==> src/rtl/wb_pkg.sv <==
// Shared types for the Wishbone LED pattern master: pattern modes, FSM states
// and bounce direction.
package wb_pkg;

  localparam int BYTE = 8;

  typedef enum logic [1:0] {
    MODE_WALK   = 2'd0,
    MODE_COUNT  = 2'd1,
    MODE_BOUNCE = 2'd2,
    MODE_HOLD   = 2'd3
  } mode_e;

  typedef enum logic {
    ST_IDLE  = 1'b0,
    ST_WRITE = 1'b1
  } state_e;

  typedef enum logic {
    DIR_LEFT  = 1'b0,
    DIR_RIGHT = 1'b1
  } dir_e;

endpackage

==> src/rtl/tick_gen.sv <==
// Free-running update-period counter; tick_o pulses on the last count of
// each PERIOD while enabled, and the count is parked at 0 while disabled.
module tick_gen #(
  parameter int PERIOD = 50000000
) (
  input  logic clk_i,
  input  logic rst_n_i,
  input  logic en_i,
  output logic tick_o
);

  localparam int            CW   = (PERIOD > 1) ? $clog2(PERIOD) : 1;
  localparam logic [CW-1:0] LAST = CW'(PERIOD - 1);

  logic [CW-1:0] cnt_q, cnt_d;

  always_comb begin
    // NOTE: default assigned first so every path drives cnt_d; no latch.
    cnt_d = cnt_q;
    if (!en_i) begin
      cnt_d = '0;
    end else if (cnt_q == LAST) begin
      cnt_d = '0;
    end else begin
      cnt_d = cnt_q + 1'b1;
    end
  end

  // NOTE: state updates use non-blocking assignments so all flops sample together.
  always_ff @(posedge clk_i or negedge rst_n_i) begin
    if (!rst_n_i) begin
      cnt_q <= '0;
    end else begin
      cnt_q <= cnt_d;
    end
  end

  assign tick_o = en_i && (cnt_q == LAST);

endmodule

==> src/rtl/wb_led_pattern_master.sv <==
// Wishbone classic master that writes a walking/counting/bouncing/held LED
// pattern to a downstream slave once per tick, flagging unacknowledged cycles.
module wb_led_pattern_master
  import wb_pkg::*;
#(
  parameter int WORD    = 16,
  parameter int LEDS    = WORD,
  parameter int PERIOD  = 50000000,
  parameter int TIMEOUT = 16
) (
  input  logic                 clk_i,
  input  logic                 rst_n_i,
  input  logic                 en_i,
  input  logic [1:0]           mode_i,
  input  logic                 clr_err_i,
  input  logic                 ack_i,
  output logic                 cyc_o,
  output logic                 stb_o,
  output logic                 we_o,
  output logic [WORD/BYTE-1:0] sel_o,
  output logic [WORD-1:0]      dat_o,
  output logic                 busy_o,
  output logic                 err_o
);

  localparam int            TW      = (TIMEOUT > 1) ? $clog2(TIMEOUT + 1) : 1;
  localparam logic [TW-1:0] TO_LAST = TW'(TIMEOUT - 1);

  typedef struct packed {
    logic [LEDS-1:0] pat;
    dir_e            dir;
  } step_t;

  function automatic step_t next_step(input logic [LEDS-1:0] pat,
                                      input dir_e dir, input mode_e mode);
    step_t           s;
    logic [LEDS-1:0] one;
    one   = LEDS'(1);
    s.pat = pat;
    s.dir = dir;
    case (mode)
      MODE_WALK:  s.pat = (pat == '0) ? one : ((pat << 1) | (pat >> (LEDS - 1)));
      MODE_COUNT: s.pat = pat + one;
      MODE_BOUNCE: begin
        if (LEDS == 1 || pat == '0) begin
          s.pat = one;
          s.dir = DIR_LEFT;
        end else if (dir == DIR_LEFT) begin
          s.pat = pat << 1;
          if (s.pat[LEDS-1]) s.dir = DIR_RIGHT;
        end else begin
          s.pat = pat >> 1;
          if (s.pat == one) s.dir = DIR_LEFT;
        end
      end
      default: s.pat = pat;
    endcase
    return s;
  endfunction

  state_e          state_q, state_d;
  logic [LEDS-1:0] pat_q, pat_d;
  dir_e            dir_q, dir_d, dir_pend_q, dir_pend_d;
  logic [WORD-1:0] dat_q, dat_d;
  logic [TW-1:0]   to_q, to_d;
  logic            err_q, err_d;
  logic            tick;
  logic            timeout;
  step_t           nxt;

  tick_gen #(.PERIOD(PERIOD)) u_tick_gen (
    .clk_i  (clk_i),
    .rst_n_i(rst_n_i),
    .en_i   (en_i),
    .tick_o (tick)
  );

  assign nxt = next_step(pat_q, dir_q, mode_e'(mode_i));

  always_comb begin
    state_d    = state_q;
    pat_d      = pat_q;
    dir_d      = dir_q;
    dir_pend_d = dir_pend_q;
    dat_d      = dat_q;
    to_d       = to_q;
    timeout    = 1'b0;
    case (state_q)
      ST_IDLE: begin
        if (tick) begin
          dat_d      = WORD'(nxt.pat);
          dir_pend_d = nxt.dir;
          to_d       = '0;
          state_d    = ST_WRITE;
        end
      end
      ST_WRITE: begin
        // Pattern and direction commit only on ack, so a timeout retries the same step.
        if (ack_i) begin
          pat_d   = dat_q[LEDS-1:0];
          dir_d   = dir_pend_q;
          state_d = ST_IDLE;
        end else if (to_q == TO_LAST) begin
          timeout = 1'b1;
          state_d = ST_IDLE;
        end else begin
          to_d = to_q + 1'b1;
        end
      end
      default: state_d = ST_IDLE;
    endcase
    // Set wins over a coincident clear.
    err_d = timeout ? 1'b1 : (clr_err_i ? 1'b0 : err_q);
  end

  always_ff @(posedge clk_i or negedge rst_n_i) begin
    if (!rst_n_i) begin
      state_q    <= ST_IDLE;
      pat_q      <= '0;
      dir_q      <= DIR_LEFT;
      dir_pend_q <= DIR_LEFT;
      dat_q      <= '0;
      to_q       <= '0;
      err_q      <= 1'b0;
    end else begin
      state_q    <= state_d;
      pat_q      <= pat_d;
      dir_q      <= dir_d;
      dir_pend_q <= dir_pend_d;
      dat_q      <= dat_d;
      to_q       <= to_d;
      err_q      <= err_d;
    end
  end

  assign busy_o = (state_q == ST_WRITE);
  assign cyc_o  = busy_o;
  assign stb_o  = busy_o;
  assign we_o   = busy_o;
  assign sel_o  = busy_o ? '1 : '0;
  assign dat_o  = dat_q;
  assign err_o  = err_q;

endmodule

==> config.mk <==
export PLATFORM = sky130hd
export DESIGN_NAME = wb_led_pattern_master
export DESIGN_NICKNAME = d
export VERILOG_FILES = /design/src/rtl/wb_pkg.sv /design/src/rtl/tick_gen.sv /design/src/rtl/wb_led_pattern_master.sv
export SDC_FILE = /design/constraint.sdc
export NUM_CORES = 1
export LEC_CHECK = 0
export CAP_MARGIN = 20
export CORE_MARGIN = 5
export CORE_UTILIZATION = 58
export DETAILED_ROUTE_END_ITERATION = 10
export PLACE_DENSITY = 0.79
export SYNTH_ARGS = -nofsm -noshare
export SYNTH_HDL_FRONTEND = slang
export SYNTH_SLANG_ARGS = --single-unit
==> constraint.sdc <==
create_clock -name clk_i -period 2.1 [get_ports clk_i]
set_input_delay 0.315 -clock clk_i [delete_from_list [all_inputs] [get_ports clk_i]]
set_output_delay 0.315 -clock clk_i [all_outputs]
set_load 0.02 [all_outputs]
==> run_results.csv <==
group,metric,value,unit
power,power.total,2.67,mW
floorplan,die_h,91.1,um
route,vias,3029,
clock_network,cts_max_path_buffers,2,
yosys,synth_top_area_cell,"dfrtp_1",
route,wl_per_cell,17.1,um
global_route,initial_antenna_violation_count,0,
global_route,globalRouteOverflowTotal,0,
route,initial_drc_count,177,
yosys,netlist_area,3820,um2
floorplan,floorplan.die_area,8310,um2
clock_network,cts.sink_count,67,
critical_path,required_time_of_the_worst_setup_path,2.38,ns
final_layout,non_filler_instance_count_after_layout,510,
route,route.detailed.drc,0,
clock_network,cts_setup_buffers,0,
floorplan,initial_utilization,0.598,
timing,setup_viol_count_final,0,
global_route,grt.total_usage,0.222,
critical_path,critical-path-top-cell-by-count,"ha_1",
global_route,pin_count_of_the_biggest_net_entering_global_routing,68,
global_route,global_route_wire_length_before_repair,15.0,mm
critical_path,crit_arrival,2.24,ns
timing,timing.slew.headroom,0.680,
clock_network,htreeDepth,3,
timing,post-route-min-period,1.96,ns
critical_path,critical_path_s_slowest_cell,"or3b_2",
route,vias_per_cell,5.94,
timing,setup-tns-final,0,ns
final_layout,layout.core_utilization,0.706,
power,total_leakage_power,2.11,nW
yosys,yosys.cell_count.top_type,"dfrtp_1",
yosys,syn-instance-count,392,
timing,timing_max_transition_violations_final,0,
timing,final.period_utilization,0.934,
critical_path,critical_path_buf_inv_count,0,
timing,fmaxAchievable,510,MHz
timing,timing_worst_slew_pin_value,0.476,ns
power,worst_supply_voltage_drop_on_vdd,0.458,mV
clock_network,root_buffer,"clkbuf_8",
run_status,run_status,"finished clean",
critical_path,ff2ff_setup_slack,0.14,ns
clock_network,cts_tree,"done",
final_layout,layout_nets,440,
final_layout,antennaDiodeCount,0,
floorplan,floorplan.core_area,6390,um2
critical_path,startpoint_of_the_lowest_slack_register_to_register_path,"to_q[0]$_DFFE_PN0P_",
yosys,area_share_of_the_largest_cell_type_after_synthesis,0.439,
clock_network,worst_skew_pair.late_latency,0.35,ns
floorplan,placementRows,29,
placement,gp_congestion,0.958,
power,powerDensity,591,nW/um2
yosys,number_of_enable_type_register_cells_in_the_synthesized_netlist,0,
timing,hold_viol_final,0,
route,ant_nets,0,
yosys,async_reset_ff_frac,1.00,
final_layout,num-fill-cells,495,
critical_path,worstSetupEndpointType,"flop",
yosys,ys_seq_elements,67,
yosys,synth_top_cells_by_count,"dfrtp_1, nor2_1, nand2_1",
floorplan,pin_count,30,
placement,buffer_ports.inserted,29,
floorplan,fp.dieW,91.1,um
critical_path,cp_max_fo,8,
yosys,synth_cell_type_count,52,
clock_network,numCtsBuffers,9,
yosys,synth_sequential_area_ratio,0.439,
placement,dpl.cell_count,493,
final_layout,area_growth,18.1,%
critical_path,worst_path_largest_cell_delay,0.54,ns
clock_network,cts.reportedPaths.clkPinSlew,0.07,ns
critical_path,worst-setup-path-type,"reg2reg",
yosys,cell_types_with_the_largest_area_share_after_synthesis,"dfrtp_1, xor2_1, mux2_2, nor2_1, nand2_1",
route,first_pass_iters,5,
final_layout,drive_gt1_frac,0.169,
yosys,ys_warn_count,0,
critical_path,crit_path_cell_trace,"ha_1, and3_1, ha_1, or3b_2, nor2_1, a21oi_1, mux2i_1",
placement,dpl.hpwl,6.00,mm
yosys,postSynthAreaPerCell,9.74,um2
critical_path,cp-start-kind,"flop",
critical_path,critical_path.startpoint,"to_q[0]$_DFFE_PN0P_",
timing,timing.clock.skew,0.00746,ns
hold_path,worst_hold_path_type,"in2async",
timing,unrepaired_setup_endpoints_after_global_routing,"false",
critical_path,cpLargestDelayFamily,"simple AND/OR/NAND/NOR gates",
yosys,synth_top_flop_cell,"dfrtp_1",
route,route.final.wire_length,8.72,mm
yosys,mappedNetlistNets,404,
run,max_cap_viol_count,0,
global_route,grt_pass1_vias,3102,
## worst reg2reg max path: stages (launching register included)
cell	delay [ns]
dfrtp_1	0.41
ha_1	0.24
and3_1	0.20
ha_1	0.21
or3b_2	0.54
nor2_1	0.12
a21oi_1	0.05
mux2i_1	0.13
## per-stage QoR
stage	instance area (um2)	worst slack, ns	hold WS [ns]
final	4510	0.140	0.496
after global routing	4510	0.0105	0.531
after CTS	4500	0.138	0.511
after global placement	4260	0.177	0.356
after detailed placement	4260	0.135	0.356
after floorplan	3820	0.213	0.0194
## worst paths after layout
path,end,cells past startpoint
setup / recovery,to_q[2]$_DFFE_PN0P_,7
hold / removal,to_q[4]$_DFFE_PN0P_,3
setup reg to reg,to_q[2]$_DFFE_PN0P_,7
hold reg to reg,dat_o[12]$_DFFE_PN0P_,2
max in group asynchronous,dat_o[11]$_DFFE_PN0P_,3
min in group clk_i,dat_o[12]$_DFFE_PN0P_,2
## sequential cells by signal (all words and copies together) (netlist names)
name	cells
err_o	1
pat_q	16
dat_o	16
u_tick_gen.cnt_q	26
busy_o	1
to_q	5
dir_q	1
dir_pend_q	1
## what timing repair did
item / 4_1_cts / 5_1_grt
setup endpoints to repair: 0 / 1
gates resized for setup: 0 / 1
endpoints found under the hold margin: 30 / 0
hold buffers: 1 / 0
## metal layers
| layer | track usage | share of wire | vias up |
|---|---|---|---|
| met4 | 0.0819 | 0.022 | 0 |
| li1 | - | - | 1449 |
| met2 | 0.371 | 0.51 | 90 |
| met3 | 0.0545 | 0.049 | 22 |
| met1 | 0.277 | 0.41 | 1468 |
| met5 | 0 | 0 | - |
## area by class of cell
type | count | area (um2) | area share
multi-input cells | 288 | 1970 | 0.436
flip-flops and latches | 67 | 1680 | 0.372
repair buffers | 54 | 500 | 0.111
clock buffers | 13 | 169 | 0.0375
well taps | 77 | 96.3 | 0.0214
clock inverters | 3 | 68.8 | 0.0153
inverters | 8 | 30.0 | 0.00666
## kinds of logic after synthesis
| group | Yosys count | synth area share |
|---|---|---|
| buffers and inverters | 37 | 0.0469 |
| muxes | 27 | 0.0770 |
| and+or+nand+nor | 166 | 0.245 |
| xor gates and xnor gates | 34 | 0.0780 |
| DFF | 67 | 0.439 |
| adders and majority gates | 5 | 0.0164 |
| AOI/OAI and AO/OA | 56 | 0.0980 |
## layout by cell type (no fill, tap or decap), types with 2 or more instances in the layout
cell and count:
and4_1 6, nor4_4 2, bufinv_16 2, clkdlybuf4s50_1 28
and2_1 4, buf_4 22, xor2_1 22, nor4_2 4
nand4_2 3, clkbuf_8 12, mux2_1 2, nor2b_1 4
nand4_1 9, a21o_1 5, nor4b_1 2, buf_12 2
nor4_1 4, dfrtp_1 67, and3_1 11, xnor2_1 12
o21ai_1 4, nor3_1 3, a211oi_1 8, nand2b_1 3
nand3_1 18, mux2_2 17, nor3b_1 2, o22ai_1 4
nand2_1 39, inv_1 8, nor2_1 42, o21ai_0 8
mux2i_1 8, ha_1 5, o31ai_1 5, a31oi_1 3
a21oi_1 11
## power breakdown
part | internal (mW) | total (mW) | switching [mW]
clock network | 0.769 | 1.25 | 0.485
registers | 1.29 | 1.30 | 0.00690
logic | 0.0409 | 0.112 | 0.0709
total | 2.10 | 2.67 | 0.563
Power figures use the tool's default switching activity.
